===== src/rtl/ps2_kbd_cmd_arb_if.sv =====
// Purpose : groups requester A/B command handshakes and the ps2_kbd_host enqueue/status lines.
// Latency : none, this is a bundle of wires.
// Backpressure: a requester holds *_req_i until it sees *_grant_o. One command is in flight at a time.
// Ports (slave = arbiter side):
//   a_/b_ req_i, two_i, cmd_i[7:0], data_i[7:0] in; grant_o, done_o, result_o[7:0] out
//   kbd_wcmddata_o[7:0], kbd_enq_cmd1_o, kbd_enq_cmd2_o out; kbd_stat_i[7:0] in
//   busy_o, owner_o out
interface ps2_kbd_cmd_arb_if;
  logic       a_req_i;
  logic       a_two_i;
  logic [7:0] a_cmd_i;
  logic [7:0] a_data_i;
  logic       a_grant_o;
  logic       a_done_o;
  logic [7:0] a_result_o;

  logic       b_req_i;
  logic       b_two_i;
  logic [7:0] b_cmd_i;
  logic [7:0] b_data_i;
  logic       b_grant_o;
  logic       b_done_o;
  logic [7:0] b_result_o;

  logic [7:0] kbd_wcmddata_o;
  logic       kbd_enq_cmd1_o;
  logic       kbd_enq_cmd2_o;
  logic [7:0] kbd_stat_i;

  logic       busy_o;
  logic       owner_o;

  modport slave (
    input  a_req_i, a_two_i, a_cmd_i, a_data_i,
    input  b_req_i, b_two_i, b_cmd_i, b_data_i,
    input  kbd_stat_i,
    output a_grant_o, a_done_o, a_result_o,
    output b_grant_o, b_done_o, b_result_o,
    output kbd_wcmddata_o, kbd_enq_cmd1_o, kbd_enq_cmd2_o,
    output busy_o, owner_o
  );

  modport master (
    output a_req_i, a_two_i, a_cmd_i, a_data_i,
    output b_req_i, b_two_i, b_cmd_i, b_data_i,
    output kbd_stat_i,
    input  a_grant_o, a_done_o, a_result_o,
    input  b_grant_o, b_done_o, b_result_o,
    input  kbd_wcmddata_o, kbd_enq_cmd1_o, kbd_enq_cmd2_o,
    input  busy_o, owner_o
  );
endinterface


===== src/rtl/ps2_kbd_cmd_arb.sv =====
// Purpose : round-robin arbiter/sequencer of PS2 keyboard commands from requesters A and B;
//           enqueues to ps2_kbd_host, waits for the reply, retries on 0xFE, times out a dead keyboard.
// Latency : grant in the request cycle; first enqueue the next cycle; done 1 cycle after the reply/timeout.
// Backpressure: requests are held off (no grant) while a command is in flight.
// Ports   : clk6x (48MHz), resetn (async active-low), ck1us (1us tick), bus (slave side of ps2_kbd_cmd_arb_if).
module ps2_kbd_cmd_arb #(
  parameter int TIMEOUT_US = 20000,
  parameter int MAX_RETRY  = 2
) (
  input  logic                 clk6x,
  input  logic                 resetn,
  input  logic                 ck1us,
  ps2_kbd_cmd_arb_if.slave     bus
);

  localparam int TW = $clog2(TIMEOUT_US + 1);
  localparam int RW = (MAX_RETRY > 0) ? $clog2(MAX_RETRY + 1) : 1;
  localparam logic [TW-1:0] TO_LAST   = TW'(TIMEOUT_US - 1);
  localparam logic [RW-1:0] RETRY_MAX = RW'(MAX_RETRY);

  localparam logic [7:0] STAT_PEND = 8'h01;
  localparam logic [7:0] STAT_ACK  = 8'hFA;
  localparam logic [7:0] STAT_ERR  = 8'hFE;

  typedef enum logic [2:0] {
    S_IDLE,
    S_ENQ_CMD,
    S_ENQ_DATA,
    S_WAIT_PEND,
    S_WAIT_RESP,
    S_DONE
  } state_t;

  state_t        r_state;
  state_t        w_state_nxt;

  logic          r_two;
  logic [7:0]    r_cmd;
  logic [7:0]    r_data;
  logic          r_owner;
  logic          r_last_b;     // 1 when B was the last one served
  logic [RW-1:0] r_retry;
  logic [TW-1:0] r_timer;
  logic [7:0]    r_a_result;
  logic [7:0]    r_b_result;
  logic [7:0]    r_wlast;      // keeps the TX byte stable outside enqueue cycles

  logic          w_pick_b;
  logic          w_a_grant;
  logic          w_b_grant;
  logic          w_enq1;
  logic          w_enq2;
  logic [7:0]    w_wdata;
  logic [7:0]    w_res;
  logic          w_retry_inc;
  logic          w_in_wait;
  logic          w_tmo;

  // On a tie the requester that was not served last wins.
  assign w_pick_b  = bus.b_req_i & (~bus.a_req_i | ~r_last_b);
  assign w_in_wait = (r_state == S_WAIT_PEND) || (r_state == S_WAIT_RESP);
  // This tick would be the TIMEOUT_US-th one spent in the current wait state.
  assign w_tmo     = ck1us & (r_timer == TO_LAST);

  always_ff @(posedge clk6x or negedge resetn) begin
    if (!resetn) begin
      r_state <= S_IDLE;
    end else begin
      r_state <= w_state_nxt;
    end
  end

  always_comb begin
    w_state_nxt = r_state;
    w_a_grant   = 1'b0;
    w_b_grant   = 1'b0;
    w_enq1      = 1'b0;
    w_enq2      = 1'b0;
    w_wdata     = r_wlast;
    w_res       = 8'h00;
    w_retry_inc = 1'b0;
    case (r_state)
      S_IDLE: begin
        if (bus.a_req_i || bus.b_req_i) begin
          w_b_grant   = w_pick_b;
          w_a_grant   = ~w_pick_b;
          w_state_nxt = S_ENQ_CMD;
        end
      end
      S_ENQ_CMD: begin
        w_wdata = r_cmd;
        if (r_two) begin
          w_enq2      = 1'b1;
          w_state_nxt = S_ENQ_DATA;
        end else begin
          w_enq1      = 1'b1;
          w_state_nxt = S_WAIT_PEND;
        end
      end
      S_ENQ_DATA: begin
        w_wdata     = r_data;
        w_enq2      = 1'b1;
        w_state_nxt = S_WAIT_PEND;
      end
      S_WAIT_PEND: begin
        // A leftover 0xFA/0xFE from the previous command must not complete this one.
        if (bus.kbd_stat_i == STAT_PEND) begin
          w_state_nxt = S_WAIT_RESP;
        end else if (w_tmo) begin
          w_res       = 8'h00;
          w_state_nxt = S_DONE;
        end
      end
      S_WAIT_RESP: begin
        if (bus.kbd_stat_i == STAT_ACK) begin
          w_res       = STAT_ACK;
          w_state_nxt = S_DONE;
        end else if (bus.kbd_stat_i == STAT_ERR) begin
          if (r_retry < RETRY_MAX) begin
            w_retry_inc = 1'b1;
            w_state_nxt = S_ENQ_CMD;
          end else begin
            w_res       = STAT_ERR;
            w_state_nxt = S_DONE;
          end
        end else if (w_tmo) begin
          w_res       = 8'h00;
          w_state_nxt = S_DONE;
        end
      end
      S_DONE: begin
        w_state_nxt = S_IDLE;
      end
      default: begin
        w_state_nxt = S_IDLE;
      end
    endcase
  end

  always_ff @(posedge clk6x or negedge resetn) begin
    if (!resetn) begin
      r_two      <= 1'b0;
      r_cmd      <= 8'h00;
      r_data     <= 8'h00;
      r_owner    <= 1'b0;
      r_last_b   <= 1'b1;
      r_retry    <= '0;
      r_timer    <= '0;
      r_a_result <= 8'h00;
      r_b_result <= 8'h00;
      r_wlast    <= 8'h00;
    end else begin
      r_wlast <= w_wdata;

      if (w_a_grant) begin
        r_two   <= bus.a_two_i;
        r_cmd   <= bus.a_cmd_i;
        r_data  <= bus.a_data_i;
        r_owner <= 1'b0;
        r_retry <= '0;
      end else if (w_b_grant) begin
        r_two   <= bus.b_two_i;
        r_cmd   <= bus.b_cmd_i;
        r_data  <= bus.b_data_i;
        r_owner <= 1'b1;
        r_retry <= '0;
      end else if (w_retry_inc) begin
        r_retry <= r_retry + RW'(1);
      end

      // Any state change restarts the timer, so each wait state gets its own budget.
      if (w_state_nxt != r_state) begin
        r_timer <= '0;
      end else if (w_in_wait && ck1us) begin
        r_timer <= r_timer + TW'(1);
      end

      // Result is loaded on entry to DONE so it is valid alongside the done pulse.
      if (w_state_nxt == S_DONE) begin
        if (r_owner) begin
          r_b_result <= w_res;
        end else begin
          r_a_result <= w_res;
        end
      end

      if (r_state == S_DONE) begin
        r_last_b <= r_owner;
      end
    end
  end

  assign bus.a_grant_o      = w_a_grant;
  assign bus.b_grant_o      = w_b_grant;
  assign bus.a_done_o       = (r_state == S_DONE) & ~r_owner;
  assign bus.b_done_o       = (r_state == S_DONE) &  r_owner;
  assign bus.a_result_o     = r_a_result;
  assign bus.b_result_o     = r_b_result;
  assign bus.kbd_wcmddata_o = w_wdata;
  assign bus.kbd_enq_cmd1_o = w_enq1;
  assign bus.kbd_enq_cmd2_o = w_enq2;
  assign bus.busy_o         = (r_state != S_IDLE);
  assign bus.owner_o        = r_owner;

endmodule

===== src/flat_wrapper.sv =====
// flat-port wrapper written by rule: the top's interface ports become plain ports
module ps2_kbd_cmd_arb_flat 
#(
  parameter int TIMEOUT_US = 20000,
  parameter int MAX_RETRY  = 2
)
  (clk6x, resetn, ck1us, bus_a_req_i, bus_a_two_i, bus_a_cmd_i, bus_a_data_i, bus_b_req_i, bus_b_two_i, bus_b_cmd_i, bus_b_data_i, bus_kbd_stat_i, bus_a_grant_o, bus_a_done_o, bus_a_result_o, bus_b_grant_o, bus_b_done_o, bus_b_result_o, bus_kbd_wcmddata_o, bus_kbd_enq_cmd1_o, bus_kbd_enq_cmd2_o, bus_busy_o, bus_owner_o);
  ps2_kbd_cmd_arb_if bus_i ();
  input  logic clk6x;
  input  logic resetn;
  input  logic ck1us;
  input wire logic [$bits(bus_i.a_req_i)-1:0] bus_a_req_i;
  input wire logic [$bits(bus_i.a_two_i)-1:0] bus_a_two_i;
  input wire logic [$bits(bus_i.a_cmd_i)-1:0] bus_a_cmd_i;
  input wire logic [$bits(bus_i.a_data_i)-1:0] bus_a_data_i;
  input wire logic [$bits(bus_i.b_req_i)-1:0] bus_b_req_i;
  input wire logic [$bits(bus_i.b_two_i)-1:0] bus_b_two_i;
  input wire logic [$bits(bus_i.b_cmd_i)-1:0] bus_b_cmd_i;
  input wire logic [$bits(bus_i.b_data_i)-1:0] bus_b_data_i;
  input wire logic [$bits(bus_i.kbd_stat_i)-1:0] bus_kbd_stat_i;
  output wire logic [$bits(bus_i.a_grant_o)-1:0] bus_a_grant_o;
  output wire logic [$bits(bus_i.a_done_o)-1:0] bus_a_done_o;
  output wire logic [$bits(bus_i.a_result_o)-1:0] bus_a_result_o;
  output wire logic [$bits(bus_i.b_grant_o)-1:0] bus_b_grant_o;
  output wire logic [$bits(bus_i.b_done_o)-1:0] bus_b_done_o;
  output wire logic [$bits(bus_i.b_result_o)-1:0] bus_b_result_o;
  output wire logic [$bits(bus_i.kbd_wcmddata_o)-1:0] bus_kbd_wcmddata_o;
  output wire logic [$bits(bus_i.kbd_enq_cmd1_o)-1:0] bus_kbd_enq_cmd1_o;
  output wire logic [$bits(bus_i.kbd_enq_cmd2_o)-1:0] bus_kbd_enq_cmd2_o;
  output wire logic [$bits(bus_i.busy_o)-1:0] bus_busy_o;
  output wire logic [$bits(bus_i.owner_o)-1:0] bus_owner_o;
  assign bus_i.a_req_i = bus_a_req_i;
  assign bus_i.a_two_i = bus_a_two_i;
  assign bus_i.a_cmd_i = bus_a_cmd_i;
  assign bus_i.a_data_i = bus_a_data_i;
  assign bus_i.b_req_i = bus_b_req_i;
  assign bus_i.b_two_i = bus_b_two_i;
  assign bus_i.b_cmd_i = bus_b_cmd_i;
  assign bus_i.b_data_i = bus_b_data_i;
  assign bus_i.kbd_stat_i = bus_kbd_stat_i;
  assign bus_a_grant_o = bus_i.a_grant_o;
  assign bus_a_done_o = bus_i.a_done_o;
  assign bus_a_result_o = bus_i.a_result_o;
  assign bus_b_grant_o = bus_i.b_grant_o;
  assign bus_b_done_o = bus_i.b_done_o;
  assign bus_b_result_o = bus_i.b_result_o;
  assign bus_kbd_wcmddata_o = bus_i.kbd_wcmddata_o;
  assign bus_kbd_enq_cmd1_o = bus_i.kbd_enq_cmd1_o;
  assign bus_kbd_enq_cmd2_o = bus_i.kbd_enq_cmd2_o;
  assign bus_busy_o = bus_i.busy_o;
  assign bus_owner_o = bus_i.owner_o;
  ps2_kbd_cmd_arb #(.TIMEOUT_US(TIMEOUT_US), .MAX_RETRY(MAX_RETRY)) u_core (.clk6x(clk6x), .resetn(resetn), .ck1us(ck1us), .bus(bus_i));
endmodule

===== config.mk =====
export PLATFORM = sky130hd
export DESIGN_NAME = ps2_kbd_cmd_arb_flat
export DESIGN_NICKNAME = d
export VERILOG_FILES = /design/src/rtl/ps2_kbd_cmd_arb_if.sv /design/src/rtl/ps2_kbd_cmd_arb.sv /design/src/flat_wrapper.sv
export SDC_FILE = /design/constraint.sdc
export NUM_CORES = 1
export LEC_CHECK = 0
export BUFFER_PORTS_ARGS = -buffer_cell sky130_fd_sc_hd__buf_2
export CAP_MARGIN = 30
export CELL_PAD_IN_SITES_DETAIL_PLACEMENT = 1
export CELL_PAD_IN_SITES_GLOBAL_PLACEMENT = 1
export CORE_ASPECT_RATIO = 1.4
export CORE_MARGIN = 2
export CORE_UTILIZATION = 39
export CTS_CLUSTER_SIZE = 8
export DETAILED_ROUTE_END_ITERATION = 8
export PLACE_DENSITY = 0.81
export SLEW_MARGIN = 40
export SYNTH_ARGS = -nofsm -noshare
export SYNTH_HDL_FRONTEND = slang
export SYNTH_SLANG_ARGS = --single-unit

===== constraint.sdc =====
create_clock -name clk6x -period 2.4 [get_ports clk6x]
set_input_delay 0.48 -clock clk6x [delete_from_list [all_inputs] [get_ports clk6x]]
set_output_delay 0.48 -clock clk6x [all_outputs]
set_load 0.02 [all_outputs]

==> impl_metrics.csv, run 1 <==
group,metric,value,unit
outcome,status,"finished clean",
pwr,p_per_area,715,nW/um^2
sta,fmax,442,MHz
sta,slew_viol_final,0,
clock_tree,cts_max_path_buffers,2,
placed_design,gp_congestion,0.782,
final_layout,insertedDiodeCount,0,
detailed_routing,first_pass_iters,4,
clock_tree,cts_tree,"built",
critical_path,worstReg2RegStart,"u_core.r_timer[0]",
critical_path,setup.worst_path.end_class,"primary output",
placed_design,hpwlAfterDp,5590,um
critical_path,reg2reg_to,"u_core.r_timer[1]",
global_routing,antenna_found_initial,0,
placed_design,port_buffers,76,
final_layout,drive_gt1_share,28.1,%
critical_path,worstPathArrival,1780,ps
die,die_x,77.4,um
detailed_routing,antenna_left,0,
synth,synthArstFlopShare,100,%
global_routing,grt_start_max_net_pins,37,
detailed_routing,post-route-drc-count,0,
sta,slew_headroom,55.9,%
detailed_routing,vias,2504,
final_layout,multi_input_area,1450,sq um
synth,synth_edf_count,0,
sta,tightest_slew,653,ps
die,initial_utilization,40.2,%
critical_path,r2r_cells,6,
run,cap_viol_max_count,0,
synth,ys_seq_area_share,43.4,%
critical_path,crit_type,"reg -> out",
global_routing,grt_pass1_vias,2639,
synth,synthCells,316,
synth,synth_area_per_cell,9.30,sq um
critical_path,r2r_slack,430,ps
pwr,finalPower,0.00246,W
synth,synth-seq-cells,51,
detailed_routing,wl_per_cell,15.2,um
die,die_area,8260,sq um
critical_path,cp.required,1920,ps
die,core.rowCount,37,
clock_tree,cts_made_buffers,5,
clock_tree,h-tree-depth,2,
clock_tree,path_clk_slew,90,ps
die,fp.coreArea,7310,sq um
synth,yosysWarnings,0,
synth,yosysUniqueCellTypes,53,
global_routing,overflow,0,
global_routing,grt.total_usage,18.7,%
sta,tns,0,ps
pwr,total_leakage_power,1.64,nW
critical_path,start_kind,"flop",
die,die_h,107,um
critical_path,path_max_fanout,7,
die,pin_count,79,
sta,setup_viol,0,
pwr,ir_worst_vdd,0.000515,V
clock_tree,numClockSinks,51,
synth,netlist_area,2940,sq um
synth,synth-main-ff-cell,"dfrtp_1",
sta,fin_skew,5.06,ps
sta,hold_slack,120,ps
final_layout,register_area,1280,sq um
clock_tree,cts-root-buf,"clkbuf_8",
final_layout,nFillCells,920,
clock_tree,clk_latency,310,ps
final_layout,area_growth,17.2,%
detailed_routing,drt_iter0_drc,122,
hold_path,hold_path.class,"in -> async",
clock_tree,cts_hold_buf,0,
detailed_routing,wirelength,7270,um
final_layout,nets,428,
sta,grt_setup_unrepaired,"no",
sta,layout_min_cycle_time,2260,ps
sta,finalCritPeriodShare,94.3,%
detailed_routing,viasPerCell,5.24,
global_routing,grt_pass1_wl,12400,um
sta,final_hold_viol_count,0,
[kinds of logic (layout without fill, tap and decap cells)]
logic type / after synthesis / count (layout) / synth area share, %
simple gates: 115 / 115 / 20.8
compound gates: 78 / 78 / 16.7
flops: 51 / 51 / 43.4
buf+inv: 36 / 100 / 7.57
mux: 19 / 19 / 6.47
xor+xnor: 15 / 15 / 4.47
fa+ha+maj: 1 / 1 / 0.425
other cells: 1 / 2 / 0.128
[cells in the final DEF, fill, tap and decap left out, types with 8 or more instances in the layout]
cell type | synthesis | layout
nand2_1 | 11 | 11
buf_2 | 4 | 76
mux2i_1 | 19 | 19
or3_1 | 9 | 9
dfrtp_1 | 50 | 50
o21ai_0 | 14 | 14
a21oi_1 | 33 | 33
nor2_1 | 55 | 55
xor2_1 | 13 | 13
buf_4 | 14 | 9
o22ai_1 | 8 | 8
[flip-flops by register name, indices dropped and copies added, names as in the netlist]
name,count
u_core.r_cmd,8
u_core.r_retry,2
u_core.r_data,8
u_core.r_last_b,1
u_core.bus.owner_o,1
u_core.r_two,1
u_core.bus.a_result_o,2
u_core.r_state,3
u_core.bus.b_result_o,2
u_core.r_timer,15
u_core.r_wlast,8
[Yosys cell counts, drive strengths merged, types with 2 or more instances]
master	n	area [sq um]
nor2	56	218
dfrtp	50	1250
a21oi	36	191
buf	22	170
mux2i	19	190
o21ai	19	98.9
xor2	13	114
nand2	11	41.3
or3	9	56.3
clkbuf	8	30.0
o22ai	8	50.1
and3	6	37.5
inv	6	22.5
nand3	5	25.0
nand4	4	25.0
nor2b	4	25.0
and4	3	26.3
nor4bb	3	30.0
nand2b	2	12.5
nor3	2	10.0
nor3b	2	26.3
nor4	2	27.5
o211a	2	20.0
o21a	2	15.0
xnor2	2	17.5
[through the flow]
step                setup WS (ps)  cells  utilization [%]  area, sq um
floorplan                     378    317                -         2940
global placement              416    470             45.4         3320
detailed placement            358    470             45.4         3320
CTS                           103    478             47.1         3440
global route                 9.37    478             47.1         3450
finish                        137    478             47.1         3450
[worst max-delay path, stage by stage (launching register included)]
cell     delay, ps
dfrtp_1        450
buf_4          190
or3_1          450
nor3_1         200
buf_2          180
[area by class of cell]
class	instances	area share (%)
clock inverter	2	1.02
tap	97	3.52
clock buffer	6	2.40
inverter	6	0.654
sequential	51	37.1
multi-input combinational	230	42.0
timing repair buffer	86	13.3
[power breakdown]
part           switching [W]  internal, W  leakage (nW)
clock network       0.000297     0.000338        0.0612
registers           0.000133      0.00101         0.599
logic               0.000424     0.000266         0.985
total               0.000854      0.00161          1.64
[worst max path at each step]
| stage | from | to | slack [ps] | depth (start not counted) |
|---|---|---|---|---|
| after detailed placement | bus_kbd_stat_i[5] | u_core.r_timer[12] | 360 | 6 |
| after floorplan | u_core.r_state[0] | bus_a_grant_o | 380 | 4 |
| after global placement | bus_kbd_stat_i[5] | u_core.r_timer[9] | 420 | 6 |
| after global routing | u_core.r_state[1] | bus_kbd_wcmddata_o[6] | 9 | 6 |
| after CTS | u_core.r_state[2] | bus_kbd_wcmddata_o[0] | 100 | 6 |
| final | u_core.r_state[1] | bus_a_grant_o | 140 | 4 |
[repair_timing]
item                                    4_1_cts  5_1_grt
endpoints found under the setup margin        0        3
buffers inserted                              0        0
resized for setup                             0        1
[metal layers]
| metal | up-vias | wire (um) | global-route usage [%] |
|---|---|---|---|
| li1 | 1216 | - | - |
| met1 | 1220 | 2950 | 22.0 |
| met2 | 59 | 3930 | 34.7 |
| met3 | 9 | 264 | 2.95 |
| met4 | 0 | 120 | 5.74 |
| met5 | - | 0 | 0 |
Power figures use the tool's default switching activity.
==> inputs of run 2 (changes only) <==
Settings changed: CORE_UTILIZATION 39 to 36, PLACE_DENSITY 0.81 to 0.79.
Clock period 2.4 ns to 1.8 ns, I/O delays scaled along.
==> impl_metrics.csv, run 2 (synthesis gave the netlist of run 1 again) <==
group,metric,value,unit
global_routing,overflow,0,
detailed_routing,dr_wl_met3,336,um
sta,setup_viol,35,
clock_tree,cts_hold_buf,0,
sta,finalCritPeriodShare,113,%
critical_path,worstPathArrival,1680,ps
critical_path,crit_type,"reg -> out",
sta,fmax,490,MHz
placed_design,dpl_worst_slack,-35.9,ps
clock_tree,cts-root-buf,"clkbuf_16",
critical_path,start_kind,"flop",
global_routing,grt_pass1_wl,13700,um
final_layout,nets,465,
detailed_routing,post-route-drc-count,0,
final_layout,area_growth,47.5,%
final_layout,insertedDiodeCount,0,
pwr,p_switching,0.00147,W
placed_design,place_inst,496,
run,cap_viol_max_count,0,
global_routing,grt_pass1_vias,2928,
die,fp.coreArea,8050,sq um
sta,grt_setup_unrepaired,"yes",
placed_design,port_buffers,76,
placed_design,hpwlAfterDp,5970,um
die,core.rowCount,39,
pwr,p_per_area,963,nW/um^2
die,pin_count,79,
detailed_routing,drt_iter0_drc,88,
die,die_h,111,um
sta,fin_ws,-240,ps
pwr,p_int,0.00271,W
detailed_routing,antenna_left,0,
detailed_routing,wl_met2,5420,um
global_routing,grt_start_max_net_pins,37,
clock_tree,clk_latency,300,ps
critical_path,path_max_fanout,7,
sta,hold_slack,-1.15,ps
final_layout,regMostFlops,"u_core.r_timer",
final_layout,nFillCells,925,
clock_tree,cts_max_path_buffers,2,
outcome,status,"finished with violations",
clock_tree,h-tree-depth,2,
critical_path,setup.worst_path.end_class,"primary output",
final_layout,final_common_cell,"buf_2",
detailed_routing,maxUsedRoutingLayer,"met4",
sta,slew_viol_final,0,
clock_tree,path_clk_slew,70,ps
critical_path,r2r_cells,8,
detailed_routing,viasPerCell,5.30,
critical_path,reg2reg_to,"u_core.r_timer[7]",
detailed_routing,wl_per_cell,18.3,um
critical_path,worstReg2RegStart,"u_core.r_state[2]",
critical_path,r2r_slack,-140,ps
global_routing,grt.total_usage,19.6,%
detailed_routing,first_pass_iters,4,
sta,final_hold_viol_count,1,
hold_path,hold_path.class,"in -> async",
final_layout,final_cells,520,
pwr,combPwrFrac,38.3,%
critical_path,cp.required,1440,ps
sta,fin_skew,3.81,ps
final_layout,drive_gt1_share,50.5,%
clock_tree,numClockSinks,51,
clock_tree,cts_tree,"built",
pwr,swShare,35.3,%
die,initial_utilization,36.5,%
placed_design,gp_congestion,0.792,
die,die_x,80.4,um
detailed_routing,vias,2758,
final_layout,postLayoutCellArea,4340,sq um
clock_tree,cts_made_buffers,5,
outcome,violations,"hold timing, setup timing",
sta,layout_min_cycle_time,2040,ps
pwr,ir_worst_vdd,0.000651,V
sta,tns,-4280,ps
pwr,clkPwrFrac,24.7,%
final_layout,mostFrequentLayoutCells,"64 x buf_2, 47 x dfrtp_1, 41 x buf_4, 40 x nor2_1, 23 x a21oi_1",
pwr,total_leakage_power,1.92,nW
pwr,power_frac_seq,37.0,%
global_routing,antenna_found_initial,0,
detailed_routing,wirelength,9540,um
die,die_area,8920,sq um
detailed_routing,m1WireLength,3520,um
final_layout,largest_reg_flops,15,
placed_design,placed_area,3560,sq um
## run 2: final cells by class
type | count | area [sq um] | share of cell area (%)
clock buffer | 8 | 156 | 3.61
inverter | 6 | 22.5 | 0.519
multi-input combinational | 230 | 1830 | 42.3
sequential | 51 | 1280 | 29.5
tap | 102 | 128 | 2.94
timing repair buffer | 123 | 916 | 21.1
## run 2: worst max path at each step
stage	start	to	slack, ps	cells after the start
2_1_floorplan	u_core.r_state[2]	bus_kbd_wcmddata_o[2]	-60	6
3_3_place_gp	u_core.r_state[2]	bus_kbd_wcmddata_o[4]	30	5
3_5_place_dp	u_core.r_state[2]	bus_kbd_wcmddata_o[4]	-40	5
4_1_cts	u_core.r_state[1]	bus_kbd_wcmddata_o[5]	-210	5
5_1_grt	u_core.r_state[1]	bus_kbd_wcmddata_o[4]	-310	6
6_report	u_core.r_state[1]	bus_kbd_wcmddata_o[2]	-240	6
## run 2: per-stage QoR
step           power [W]  utilization, %
2_1_floorplan    0.00213               -
3_3_place_gp     0.00252            44.2
3_5_place_dp     0.00259            44.2
4_1_cts          0.00373            47.2
5_1_grt          0.00437            53.9
6_report         0.00418            53.9
## run 2: power by group through the flow
stage          combinational, W  clock (W)  sequential [W]
3_5_place_dp            0.00106          0         0.00153
6_report                0.00160    0.00103         0.00155
4_1_cts                 0.00117    0.00104         0.00152
3_3_place_gp            0.00101          0         0.00151
5_1_grt                 0.00172    0.00108         0.00157
2_1_floorplan          0.000662          0         0.00147
## run 2: routing by layer
layer	GRT usage (%)	vias to the layer above
met4	8.81	0
met5	0	-
li1	-	1290
met3	2.93	17
met2	35.9	71
met1	21.7	1380
## run 2: worst max-delay path, cell delays in order, from the launching register on
cell,delay [ps]
dfrtp_2,490
clkbuf_16,190
nor2_1,200
a21oi_2,60
o22ai_1,190
a21oi_2,80
buf_4,170
## run 2: repair_timing
item | 4_1_cts | 5_1_grt
cloned | 0 | 3
pin swaps | 3 | 43
setup endpoints to repair | 20 | 38
setup buffers | 6 | 8
gates resized for setup | 18 | 102
==> inputs of run 3 (changes only) <==
Settings changed: PLACE_DENSITY 0.79 to 0.85.
==> impl_metrics.csv, run 3 (synthesis gave the netlist of run 1 again) <==
group,metric,value,unit
outcome,status,"finished with violations",
outcome,violations,"setup timing",
critical_path,cp.required,1440,ps
critical_path,reg2reg_to,"u_core.bus.a_result_o[2]",
run,cap_viol_max_count,0,
global_routing,overflow,0,
final_layout,largest_reg_flops,15,
sta,fmax,489,MHz
placed_design,dpl_worst_slack,-14.5,ps
critical_path,start_kind,"flop",
sta,grt_setup_unrepaired,"yes",
global_routing,grt_pass1_vias,3111,
global_routing,grt_pass1_wl,16100,um
die,die_x,80.4,um
critical_path,startpoint,"u_core.r_state[1]",
global_routing,antenna_found_initial,0,
global_routing,grt.total_usage,23.6,%
sta,finalCritPeriodShare,114,%
clock_tree,cts_tree,"built",
sta,layout_min_cycle_time,2040,ps
clock_tree,h-tree-depth,2,
detailed_routing,vias,2979,
global_routing,grt_start_max_net_pins,35,
detailed_routing,maxUsedRoutingLayer,"met4",
sta,fin_ws,-245,ps
critical_path,setup.worst_path.end_class,"primary output",
detailed_routing,wl_per_cell,22.7,um
final_layout,fin_util,56.4,%
pwr,finalPower,0.00421,W
die,fp.coreArea,8050,sq um
detailed_routing,post-route-drc-count,0,
clock_tree,path_clk_slew,70,ps
critical_path,crit_slowest_cell,"dfrtp_2",
final_layout,mostFrequentLayoutCells,"62 x buf_2, 48 x dfrtp_1, 40 x buf_4, 36 x nor2_1",
clock_tree,clk_latency,300,ps
detailed_routing,viasPerCell,5.61,
pwr,ir_worst_vdd,0.000599,V
critical_path,r2r_cells,8,
sta,tns,-6460,ps
placed_design,placed_area,3540,sq um
final_layout,final_common_cell,"buf_2",
sta,slew_headroom,64.4,%
die,die_area,8920,sq um
sta,setup_viol,53,
pwr,total_leakage_power,2.06,nW
detailed_routing,first_pass_iters,4,
clock_tree,numClockSinks,51,
final_layout,insertedDiodeCount,0,
critical_path,cp_top_family,"compound AO/OA/AOI/OAI gates",
clock_tree,cts-root-buf,"clkbuf_16",
die,pin_count,79,
detailed_routing,wirelength,12100,um
placed_design,gp_congestion,0.853,
clock_tree,cts_made_buffers,5,
detailed_routing,m1WireLength,4180,um
final_layout,postLayoutCellArea,4540,sq um
detailed_routing,wl_met2,6820,um
final_layout,area_growth,54.6,%
critical_path,worstReg2RegStart,"u_core.r_state[1]",
pwr,p_per_area,928,nW/um^2
die,initial_utilization,36.5,%
clock_tree,cts_hold_buf,0,
critical_path,path_max_fanout,7,
critical_path,cp_common_cell,"a21oi_2",
die,die_h,111,um
critical_path,path_buf_inv,3,
die,core.rowCount,39,
final_layout,drive_gt1_share,53.6,%
critical_path,crit_type,"reg -> out",
sta,tightest_slew,534,ps
critical_path,crit_chain,"buf_12, clkbuf_16, a21oi_2, o22ai_2, a21oi_2, buf_6",
sta,fin_skew,8.38,ps
hold_path,hold_path.class,"in -> async",
critical_path,r2r_slack,-220,ps
detailed_routing,dr_wl_met3,496,um
detailed_routing,drt_iter0_drc,141,
detailed_routing,antenna_left,0,
clock_tree,cts_max_path_buffers,2,
sta,final_hold_viol_count,0,
critical_path,crit_path_max_incr_delay,460,ps
final_layout,regMostFlops,"u_core.r_timer",
sta,slew_viol_final,0,
placed_design,port_buffers,76,
placed_design,hpwlAfterDp,6480,um
critical_path,worstPathArrival,1680,ps
final_layout,nets,476,
-- run 3: changes by cell type in the layout (fill, tap and decap cells not counted), moves of 4 or more --
cell / before / now
xor2_1: 4 / 8
xor2_2: 9 / 5
or3_1: 5 / 1
a21oi_1: 23 / 19
buf_6: 10 / 19
or3_4: 4 / 8
nor2_1: 40 / 36
-- run 3: layout make-up --
type	count	area, sq um
fillers	901	3510
multi-input cells	230	1860
flip-flops and latches	51	1280
repair buffers	134	1110
clock buffers	7	143
well taps	102	128
inverters	6	25.0
clock inverters	1	5.00
-- run 3: power breakdown --
group	switching (W)	internal [W]	total (W)
clock network	0.000442	0.000553	0.000995
registers	0.000242	0.00134	0.00158
logic	0.000878	0.000758	0.00164
total	0.00156	0.00265	0.00421
-- run 3: worst reg2reg max path: stages (launching register included) --
cell and delay [ps]:
dfrtp_2 460, buf_6 140, buf_6 110, or2_4 270, nor4_4 330, buf_4 220, and4b_1 220, a21oi_1 60
o21ai_1 140
-- run 3: repair_timing --
action                                  4_1_cts  5_1_grt
endpoints found under the hold margin         0        0
resized for setup                            55      100
gates cloned                                  4        2
endpoints found under the setup margin       18       54
pin swaps                                     8       30
setup buffers                                10       10
-- run 3: how the worst max path moves through the flow --
stage,cells after the start,slack [ps],end
after floorplan,6,-60,bus_kbd_wcmddata_o[2]
after global placement,7,-20,u_core.bus.b_result_o[2]
after detailed placement,5,-10,bus_kbd_wcmddata_o[3]
after CTS,6,-190,bus_kbd_wcmddata_o[7]
after global routing,6,-310,bus_kbd_wcmddata_o[3]
final,6,-240,bus_kbd_wcmddata_o[5]
-- run 3: routing by layer --
metal / vias to the layer above / track usage, %
li1: 1316 / -
met1: 1515 / 25.1
met2: 106 / 42.7
met3: 42 / 4.23
met4: 0 / 12.7
met5: - / 0
-- run 3: per-stage QoR --
stage	hold WS, ps	cells
4_1_cts	28.8	519
2_1_floorplan	64.4	317
3_5_place_dp	341	497
5_1_grt	45.9	531
3_3_place_gp	341	497
6_report	28.9	531
